**config.mk**
```make
export PLATFORM = sky130hd
export DESIGN_NAME = countdown_timer
export DESIGN_NICKNAME = d
export VERILOG_FILES = /design/src/rtl/countdown_timer.sv
export SDC_FILE = /design/constraint.sdc
export NUM_CORES = 1
export LEC_CHECK = 0
export ABC_AREA = 1
export CAP_MARGIN = 20
export CORE_MARGIN = 4
export CORE_UTILIZATION = 45
export DETAILED_ROUTE_END_ITERATION = 7
export GPL_TIMING_DRIVEN = 0
export HOLD_SLACK_MARGIN = 0.02
export PLACE_DENSITY = 0.66
export SLEW_MARGIN = 20
export SYNTH_ARGS = -nofsm -noshare
export SYNTH_HDL_FRONTEND = slang
export SYNTH_SLANG_ARGS = --single-unit
```
**constraint.sdc**
```tcl
create_clock -name in_clk -period 3.3 [get_ports in_clk]
set_input_delay 0.66 -clock in_clk [delete_from_list [all_inputs] [get_ports in_clk]]
set_output_delay 0.66 -clock in_clk [all_outputs]
set_load 0.01 [all_outputs]
```
**src/rtl/countdown_timer.sv**
```systemverilog
// rtl/countdown_timer.sv - kitchen-timer core: BCD MM:SS set, countdown and alarm
//
// Purpose: holds an MM:SS value in BCD, set by increment pulses while idle,
// counts down one second per tick, and raises alarm for ALARM_SECS ticks at 00:00.
//
// Ports:
//   in_clk     in   system clock, posedge
//   rst_n      in   asynchronous active-low reset
//   tick       in   1 Hz single-cycle pulse
//   btn_start  in   start / resume pulse
//   btn_stop   in   pause pulse
//   btn_clear  in   zero the time, return to idle
//   inc_min    in   minutes +1 (idle only)
//   inc_sec    in   seconds +1 (idle only)
//   min_tens   out  BCD minutes tens
//   min_ones   out  BCD minutes ones
//   sec_tens   out  BCD seconds tens (0..5)
//   sec_ones   out  BCD seconds ones
//   running    out  high while counting
//   alarm      out  high while alarming
//   done       out  single-cycle pulse on alarm entry
module countdown_timer #(
  parameter int ALARM_SECS = 10
) (
  input  logic       in_clk,
  input  logic       rst_n,
  input  logic       tick,
  input  logic       btn_start,
  input  logic       btn_stop,
  input  logic       btn_clear,
  input  logic       inc_min,
  input  logic       inc_sec,
  output logic [3:0] min_tens,
  output logic [3:0] min_ones,
  output logic [3:0] sec_tens,
  output logic [3:0] sec_ones,
  output logic       running,
  output logic       alarm,
  output logic       done
);

  localparam logic [1:0] ST_IDLE  = 2'd0;
  localparam logic [1:0] ST_RUN   = 2'd1;
  localparam logic [1:0] ST_PAUSE = 2'd2;
  localparam logic [1:0] ST_ALARM = 2'd3;

  localparam logic [7:0] ALARM_LIMIT = 8'(ALARM_SECS);

  logic [1:0] state_q, state_d;
  logic [3:0] min_tens_q, min_tens_d;
  logic [3:0] min_ones_q, min_ones_d;
  logic [3:0] sec_tens_q, sec_tens_d;
  logic [3:0] sec_ones_q, sec_ones_d;
  logic [7:0] alarm_cnt_q, alarm_cnt_d;
  logic       running_q, running_d;
  logic       alarm_q, alarm_d;
  logic       done_q, done_d;

  // One-second BCD decrement of the current time, used only on a RUN tick.
  logic [3:0] dec_min_tens, dec_min_ones, dec_sec_tens, dec_sec_ones;
  logic       dec_is_zero;
  logic       time_is_zero;

  assign time_is_zero = (min_tens_q == 4'd0) && (min_ones_q == 4'd0) &&
                        (sec_tens_q == 4'd0) && (sec_ones_q == 4'd0);

  always_comb begin
    dec_min_tens = min_tens_q;
    dec_min_ones = min_ones_q;
    dec_sec_tens = sec_tens_q;
    dec_sec_ones = sec_ones_q;
    if (sec_ones_q != 4'd0) begin
      dec_sec_ones = sec_ones_q - 4'd1;
    end else if (sec_tens_q != 4'd0) begin
      dec_sec_ones = 4'd9;
      dec_sec_tens = sec_tens_q - 4'd1;
    end else if ((min_tens_q != 4'd0) || (min_ones_q != 4'd0)) begin
      dec_sec_ones = 4'd9;
      dec_sec_tens = 4'd5;
      if (min_ones_q != 4'd0) begin
        dec_min_ones = min_ones_q - 4'd1;
      end else begin
        dec_min_ones = 4'd9;
        dec_min_tens = min_tens_q - 4'd1;
      end
    end
    dec_is_zero = (dec_min_tens == 4'd0) && (dec_min_ones == 4'd0) &&
                  (dec_sec_tens == 4'd0) && (dec_sec_ones == 4'd0);
  end

  always_comb begin
    state_d     = state_q;
    min_tens_d  = min_tens_q;
    min_ones_d  = min_ones_q;
    sec_tens_d  = sec_tens_q;
    sec_ones_d  = sec_ones_q;
    alarm_cnt_d = alarm_cnt_q;

    case (state_q)
      ST_IDLE: begin
        if (btn_clear) begin
          min_tens_d = 4'd0;
          min_ones_d = 4'd0;
          sec_tens_d = 4'd0;
          sec_ones_d = 4'd0;
        end else if (btn_start) begin
          // A start at 00:00 is swallowed; it still outranks the inc pulses.
          if (!time_is_zero) begin
            state_d = ST_RUN;
          end
        end else if (inc_min) begin
          if (min_ones_q == 4'd9) begin
            min_ones_d = 4'd0;
            min_tens_d = (min_tens_q == 4'd9) ? 4'd0 : min_tens_q + 4'd1;
          end else begin
            min_ones_d = min_ones_q + 4'd1;
          end
        end else if (inc_sec) begin
          // Seconds wrap 59 -> 00 without carrying into minutes.
          if (sec_ones_q == 4'd9) begin
            sec_ones_d = 4'd0;
            sec_tens_d = (sec_tens_q == 4'd5) ? 4'd0 : sec_tens_q + 4'd1;
          end else begin
            sec_ones_d = sec_ones_q + 4'd1;
          end
        end
      end

      ST_RUN: begin
        if (btn_clear) begin
          state_d    = ST_IDLE;
          min_tens_d = 4'd0;
          min_ones_d = 4'd0;
          sec_tens_d = 4'd0;
          sec_ones_d = 4'd0;
        end else if (btn_stop) begin
          state_d = ST_PAUSE;
        end else if (tick) begin
          min_tens_d = dec_min_tens;
          min_ones_d = dec_min_ones;
          sec_tens_d = dec_sec_tens;
          sec_ones_d = dec_sec_ones;
          if (dec_is_zero) begin
            state_d     = ST_ALARM;
            alarm_cnt_d = 8'd0;
          end
        end
      end

      ST_PAUSE: begin
        if (btn_clear) begin
          state_d    = ST_IDLE;
          min_tens_d = 4'd0;
          min_ones_d = 4'd0;
          sec_tens_d = 4'd0;
          sec_ones_d = 4'd0;
        end else if (btn_start) begin
          state_d = ST_RUN;
        end
      end

      ST_ALARM: begin
        if (btn_clear || btn_stop || btn_start) begin
          state_d     = ST_IDLE;
          alarm_cnt_d = 8'd0;
        end else if (tick) begin
          if ((alarm_cnt_q + 8'd1) == ALARM_LIMIT) begin
            state_d     = ST_IDLE;
            alarm_cnt_d = 8'd0;
          end else begin
            alarm_cnt_d = alarm_cnt_q + 8'd1;
          end
        end
      end

      default: begin
        state_d     = ST_IDLE;
        min_tens_d  = 4'd0;
        min_ones_d  = 4'd0;
        sec_tens_d  = 4'd0;
        sec_ones_d  = 4'd0;
        alarm_cnt_d = 8'd0;
      end
    endcase

    // Status flags are registered from the next state so they line up with the digits.
    running_d = (state_d == ST_RUN);
    alarm_d   = (state_d == ST_ALARM);
    done_d    = (state_d == ST_ALARM) && (state_q != ST_ALARM);
  end

  always_ff @(posedge in_clk or negedge rst_n) begin
    if (!rst_n) begin
      state_q     <= ST_IDLE;
      min_tens_q  <= 4'd0;
      min_ones_q  <= 4'd0;
      sec_tens_q  <= 4'd0;
      sec_ones_q  <= 4'd0;
      alarm_cnt_q <= 8'd0;
      running_q   <= 1'b0;
      alarm_q     <= 1'b0;
      done_q      <= 1'b0;
    end else begin
      state_q     <= state_d;
      min_tens_q  <= min_tens_d;
      min_ones_q  <= min_ones_d;
      sec_tens_q  <= sec_tens_d;
      sec_ones_q  <= sec_ones_d;
      alarm_cnt_q <= alarm_cnt_d;
      running_q   <= running_d;
      alarm_q     <= alarm_d;
      done_q      <= done_d;
    end
  end

  assign min_tens = min_tens_q;
  assign min_ones = min_ones_q;
  assign sec_tens = sec_tens_q;
  assign sec_ones = sec_ones_q;
  assign running  = running_q;
  assign alarm    = alarm_q;
  assign done     = done_q;

endmodule

```
==> results.json, run 1 <==
{
  "outcome": "finished clean",
  "required_ns": 3.50,
  "power_switching_mw": 1.47,
  "die_y_um": 84.1,
  "drt-vias-per-instance": 5.37,
  "cp.arrival_ns": 3.06,
  "yosysSeqAreaShare_pct": 27.8,
  "synth_cells": 387,
  "layout.cells.non_filler": 493,
  "syn2layout_area_growth_pct": 16.4,
  "hold_viol": 0,
  "post-route-period-util_pct": 86.8,
  "async_flop_share_pct": 100,
  "grt_max_degree": 30,
  "htree_levels": 2,
  "drt-pass1-iter-count": 6,
  "setup_viol": 0,
  "synth_ff_type": "dfrtp_1",
  "antenna_left": 0,
  "fillerInstances": 571,
  "postSynthNetCount": 416,
  "power.leakage_nw": 1.44,
  "drive_above_1_share_pct": 8.31,
  "drtIter0Drc": 173,
  "pin_count": 27,
  "max_clock_freq_ghz": 0.349,
  "power_density_mw_per_mm2": 901,
  "fin_area_mm2": 0.00303,
  "max_cap_viol_count": 0,
  "holdBufCountCts": 0,
  "syn_area_per_cell_um2": 6.73,
  "cts_resized": 0,
  "fin_setup_tns_ns": 0,
  "wl_per_cell_um": 13.5,
  "drcViolationCount": 0,
  "grt_pass1_vias": 2474,
  "grtUsageTotal_pct": 19.8,
  "grt_first_pass_wirelength_mm": 11.6,
  "critPathLaunchType": "input port",
  "slew_headroom_pct": 54.9,
  "switching_share_pct": 53.8,
  "gp_congestion": 0.883,
  "seqPwrFrac_pct": 21.4,
  "netlist_area_mm2": 0.00261,
  "crit_fanout": 8,
  "cts_buffers": 5,
  "worstMarginPinSlew_ns": 0.676,
  "die_w_um": 84.1,
  "cts_tree": "built",
  "clockPowerShare_pct": 10.7,
  "row_count": 27,
  "clock_skew_ns": 0.00410,
  "coreArea_mm2": 0.00557,
  "synth_edf_count": 0,
  "cts_num_sinks": 29,
  "place_inst": 485,
  "power_frac_comb_pct": 67.8,
  "cts_root_buf": "clkbuf_8",
  "cp-end-kind": "flop",
  "critPathKind": "in -> reg",
  "hp-class": "in -> async",
  "antenna_found_initial": 0,
  "antenna_cells": 0,
  "clk-insertion-delay-late_ns": 0.29,
  "layout_common_cells": "nand2_1 (102), inv_1 (45), nand3_1 (38)",
  "internal_power_mw": 1.26,
  "rsz0062_at_grt": "no",
  "fin_crit_ns": 2.86,
  "drv_slew": 0,
  "synth-seq-cells": 29,
  "start_util_pct": 46.8,
  "port_buffers": 26,
  "hpwl_mm": 4.97,
  "peakVddDrop_uv": 455,
  "die_area_mm2": 0.00707,
  "clockBufferDepth": 2,
  "placed_area_mm2": 0.00295,
  "clk_pin_slew_worst_paths_ns": 0.07,
  "ys_warn_count": 0,
  "dr_total_vias": 2649,
  "cts_setup_buffers": 0,
  "final_nets": 449,
  "final_common_cell": "nand2_1",
  "overflow": 0,
  "synth.distinct_cells": 34,
  "wl_mm": 6.67
}
area by class of cell:
type	count	area [µm²]	share of cell area [%]
multi-input combinational	301	1650	54.4
sequential	29	726	23.9
tap	72	90.1	2.97
timing repair buffer	26	255	8.41
clock buffer	6	72.6	2.39
clock inverter	2	10.0	0.330
inverter	51	191	6.31
buffer	6	37.5	1.24
routing by layer:
metal	up-vias	GRT usage, %	wire length, µm
met4	0	5.26	72
met1	1213	29.1	3310
met3	9	3.55	348
met2	74	29.7	2940
met5	-	0	0
li1	1353	-	-
stage by stage:
stage | util, % | setup WS (ns) | hold slack, ns | power (mW)
2_1_floorplan | - | 1.04 | 0.364 | 1.89
3_3_place_gp | 53.0 | 0.220 | 0.471 | 2.41
3_5_place_dp | 53.0 | 0.219 | 0.478 | 2.42
4_1_cts | 54.4 | 0.485 | 0.444 | 2.73
5_1_grt | 54.4 | 0.159 | 0.464 | 3.03
6_report | 54.4 | 0.437 | 0.406 | 2.74
state kept, by name (all words and copies together) (netlist names):
register and flops:
sec_tens 4, done 1, min_ones 4, alarm 1, min_tens 4, running 1
alarm_cnt_q 8, sec_ones 4, state_q 2
final timing paths:
kind	from	endpoint	slack (ns)	depth (start not counted)
setup / recovery	btn_clear	min_tens[1]	0.44	11
hold / removal	rst_n	min_ones[0]	0.41	1
setup reg to reg	state_q[1]	min_tens[1]	0.49	12
hold reg to reg	alarm_cnt_q[6]	alarm_cnt_q[6]	0.49	2
max in group asynchronous	rst_n	done	2.46	1
min in group in_clk	alarm_cnt_q[6]	alarm_cnt_q[6]	0.49	2
kinds of logic after synthesis:
logic type | Yosys count | synth area share (%)
simple gates | 200 | 34.6
fa+ha+maj | 21 | 10.1
compound gates | 73 | 16.4
xor+xnor | 7 | 2.35
buf+inv | 57 | 8.79
flops | 29 | 27.8
power groups by stage:
stage | logic, mW | clock network [mW] | registers [mW]
floorplan | 1.30 | 0 | 0.594
finish | 1.85 | 0.294 | 0.587
CTS | 1.84 | 0.304 | 0.582
global placement | 1.82 | 0 | 0.591
global route | 2.11 | 0.317 | 0.609
detailed placement | 1.83 | 0 | 0.588
cell usage after synthesis (all sizes together), types with 2 or more instances:
cell	count	area, µm²
ha	21	263
a21oi	21	109
o211ai	3	22.5
clkinv	2	7.51
nand3	42	245
o32ai	2	17.5
o21ai	36	199
xor2	4	35.0
or2	4	25.0
nor3	6	30.0
o31ai	3	22.5
nor2	34	143
o22ai	4	25.0
clkbuf	4	15.0
buf	2	22.5
dfrtp	29	726
nand4	8	50.1
nand2	105	402
xnor2	3	26.3
inv	49	184
worst max-delay path, stage by stage:
cell and delay (ns):
clkdlybuf4s50_1 0.59, inv_1 0.23, nand2_1 0.11, inv_1 0.06
nor2_1 0.08, o311ai_0 0.19, a21oi_2 0.39, nand2_1 0.19
a21oi_1 0.29, o211ai_1 0.15, o21ai_0 0.11
Note: power is estimated with default switching activity, not from simulation.
==> run 2: changes to the inputs <==
Settings changed: GPL_ROUTABILITY_DRIVEN from default to 0, SLEW_MARGIN 20 to 15.
Clock period 3.3 ns to 3.7 ns, I/O delays scaled along.
==> results of run 2 <==
The final DEF is identical to that of run 1. Status: finished clean.
Main changes from that run: setup slack after placement 0.219 ns -> 0.539 ns; setup slack after layout 0.437 ns -> 0.757 ns; hold slack 0.406 ns -> 0.486 ns; register-to-register setup slack 0.49 ns -> 0.89 ns; total power 2.74 mW -> 2.44 mW; worst IR drop on VDD 455 µV -> 406 µV
==> run 3: changes to the inputs <==
Clock period 3.7 ns to 2.93 ns, I/O delays scaled along.
==> run 3 against run 2 <==
Net effect: power grew 28%; final area grew 0.62%; non-clock buffer count grew 2; worst setup slack lost 0.45 ns; utilization grew 0.34 points; sequential share of layout area shrank 0.15 points; critical path depth grew 1; die area is the same; combinational power grew 29%; count of clock-buffer cells in the layout is the same; critical endpoint unchanged.
==> results.json, run 3 (same netlist as run 1, synthesis figures left out) <==
{
  "outcome": "finished clean",
  "crit_fanout": 9,
  "drv_slew": 0,
  "clk_pin_slew_worst_paths_ns": 0.07,
  "fin_crit_ns": 2.62,
  "clockBufferDepth": 2,
  "dr_total_vias": 2649,
  "drtIter0Drc": 242,
  "antenna_found_initial": 0,
  "hpwl_mm": 4.97,
  "grt_max_degree": 30,
  "drt-vias-per-instance": 5.35,
  "hold_viol": 0,
  "cp-end-kind": "flop",
  "fin_hold_ws_ns": 0.332,
  "placed_area_mm2": 0.00295,
  "fillerInstances": 568,
  "dp_slack_ns": -0.0766,
  "drive_above_1_share_pct": 8.98,
  "holdBufCountCts": 0,
  "pin_count": 27,
  "hp-class": "in -> async",
  "start_util_pct": 46.8,
  "max_cap_viol_count": 0,
  "coreArea_mm2": 0.00557,
  "drcViolationCount": 0,
  "setup_viol": 0,
  "power_density_mw_per_mm2": 1020,
  "cts_num_sinks": 29,
  "syn2layout_area_growth_pct": 17.1,
  "cts_tree": "built",
  "multi_input_area_mm2": 0.00166,
  "antenna_cells": 0,
  "rsz0062_at_grt": "no",
  "fin_setup_tns_ns": 0,
  "grtUsageTotal_pct": 19.8,
  "power.leakage_nw": 1.45,
  "peakVddDrop_uv": 515,
  "wl_per_cell_um": 13.5,
  "seq_area_um2": 726,
  "fin_area_mm2": 0.00305,
  "layout_common_cells": "nand2_1 (102), inv_1 (45), nand3_1 (38)",
  "worstMarginPinSlew_ns": 0.658,
  "max_clock_freq_ghz": 0.381,
  "critPathLaunchType": "flop",
  "fin_util_pct": 54.8,
  "required_ns": 3.13,
  "port_buffers": 26,
  "antenna_left": 0,
  "grt_pass1_vias": 2474,
  "overflow": 0,
  "timing.final.ws_setup_ns": 0.306,
  "die_y_um": 84.1,
  "cp.arrival_ns": 2.82,
  "final_common_cell": "nand2_1",
  "row_count": 27,
  "top_register": "alarm_cnt_q",
  "clk-insertion-delay-late_ns": 0.29,
  "clock_skew_ns": 0.00516,
  "final_nets": 451,
  "critPathKind": "reg -> reg",
  "die_w_um": 84.1,
  "cts_root_buf": "clkbuf_8",
  "post-route-period-util_pct": 89.5,
  "slew_headroom_pct": 55.6,
  "cts_buffers": 5,
  "grt_first_pass_wirelength_mm": 11.6,
  "largest_reg_flops": 8,
  "die_area_mm2": 0.00707,
  "wl_mm": 6.69,
  "drt-pass1-iter-count": 5,
  "htree_levels": 2
}
==> run 3: changes by cell type in the layout (fill, tap and decap cells not counted), sizes merged <==
cell / change
buf: +2
==> run 3: report_power, final <==
part           internal (mW)  leakage, nW  total (mW)  switching [mW]
clock                  0.164       0.0450       0.331           0.166
combinational          0.778         1.02        2.13            1.35
sequential             0.506        0.388       0.660           0.154
==> run 3: layer usage <==
layer  wire length, µm  track usage [%]
met4                72             5.26
met1              3310             29.1
met5                 0                0
met2              2970             29.7
met3               342             3.55
==> run 3: area by class of cell <==
type	count	area share (%)
buffer	6	1.23
clock inverter	2	0.328
clock buffer	6	2.38
sequential	29	23.8
multi-input combinational	301	54.2
inverter	51	6.27
timing repair buffer	28	8.85
tap	72	2.95
==> run 3: stage by stage <==
stage / total power [mW] / cells
2_1_floorplan: 2.13 / 387
3_3_place_gp: 2.72 / 485
3_5_place_dp: 2.73 / 485
4_1_cts: 3.08 / 493
5_1_grt: 3.45 / 495
6_report: 3.12 / 495
==> run 3: worst paths after layout <==
path                           startpoint              to  slack [ns]  cells after the start
hold reg to reg            alarm_cnt_q[6]  alarm_cnt_q[6]        0.49                      2
max in group asynchronous           rst_n            done        2.16                      1
setup reg to reg               state_q[1]     min_tens[1]        0.31                     12
min in group in_clk        alarm_cnt_q[6]  alarm_cnt_q[6]        0.49                      2
hold / removal                      rst_n     min_ones[0]        0.33                      1
setup / recovery               state_q[1]     min_tens[1]        0.31                     12
==> run 3: what timing repair did <==
item	in CTS	in global routing
endpoints found under the setup margin	0	8
setup buffers	0	2
gates resized for setup	0	1
==> run 3: worst max-delay path: stages (launching register included) <==
cell and delay, ns:
dfrtp_1 0.46, inv_1 0.10, ha_1 0.19, clkbuf_1 0.24, inv_2 0.20, nor2_1 0.09, o21ai_0 0.08, o311ai_0 0.24
a21oi_2 0.25, nand2_1 0.14, a21oi_1 0.28, o211ai_1 0.15, o21ai_0 0.11
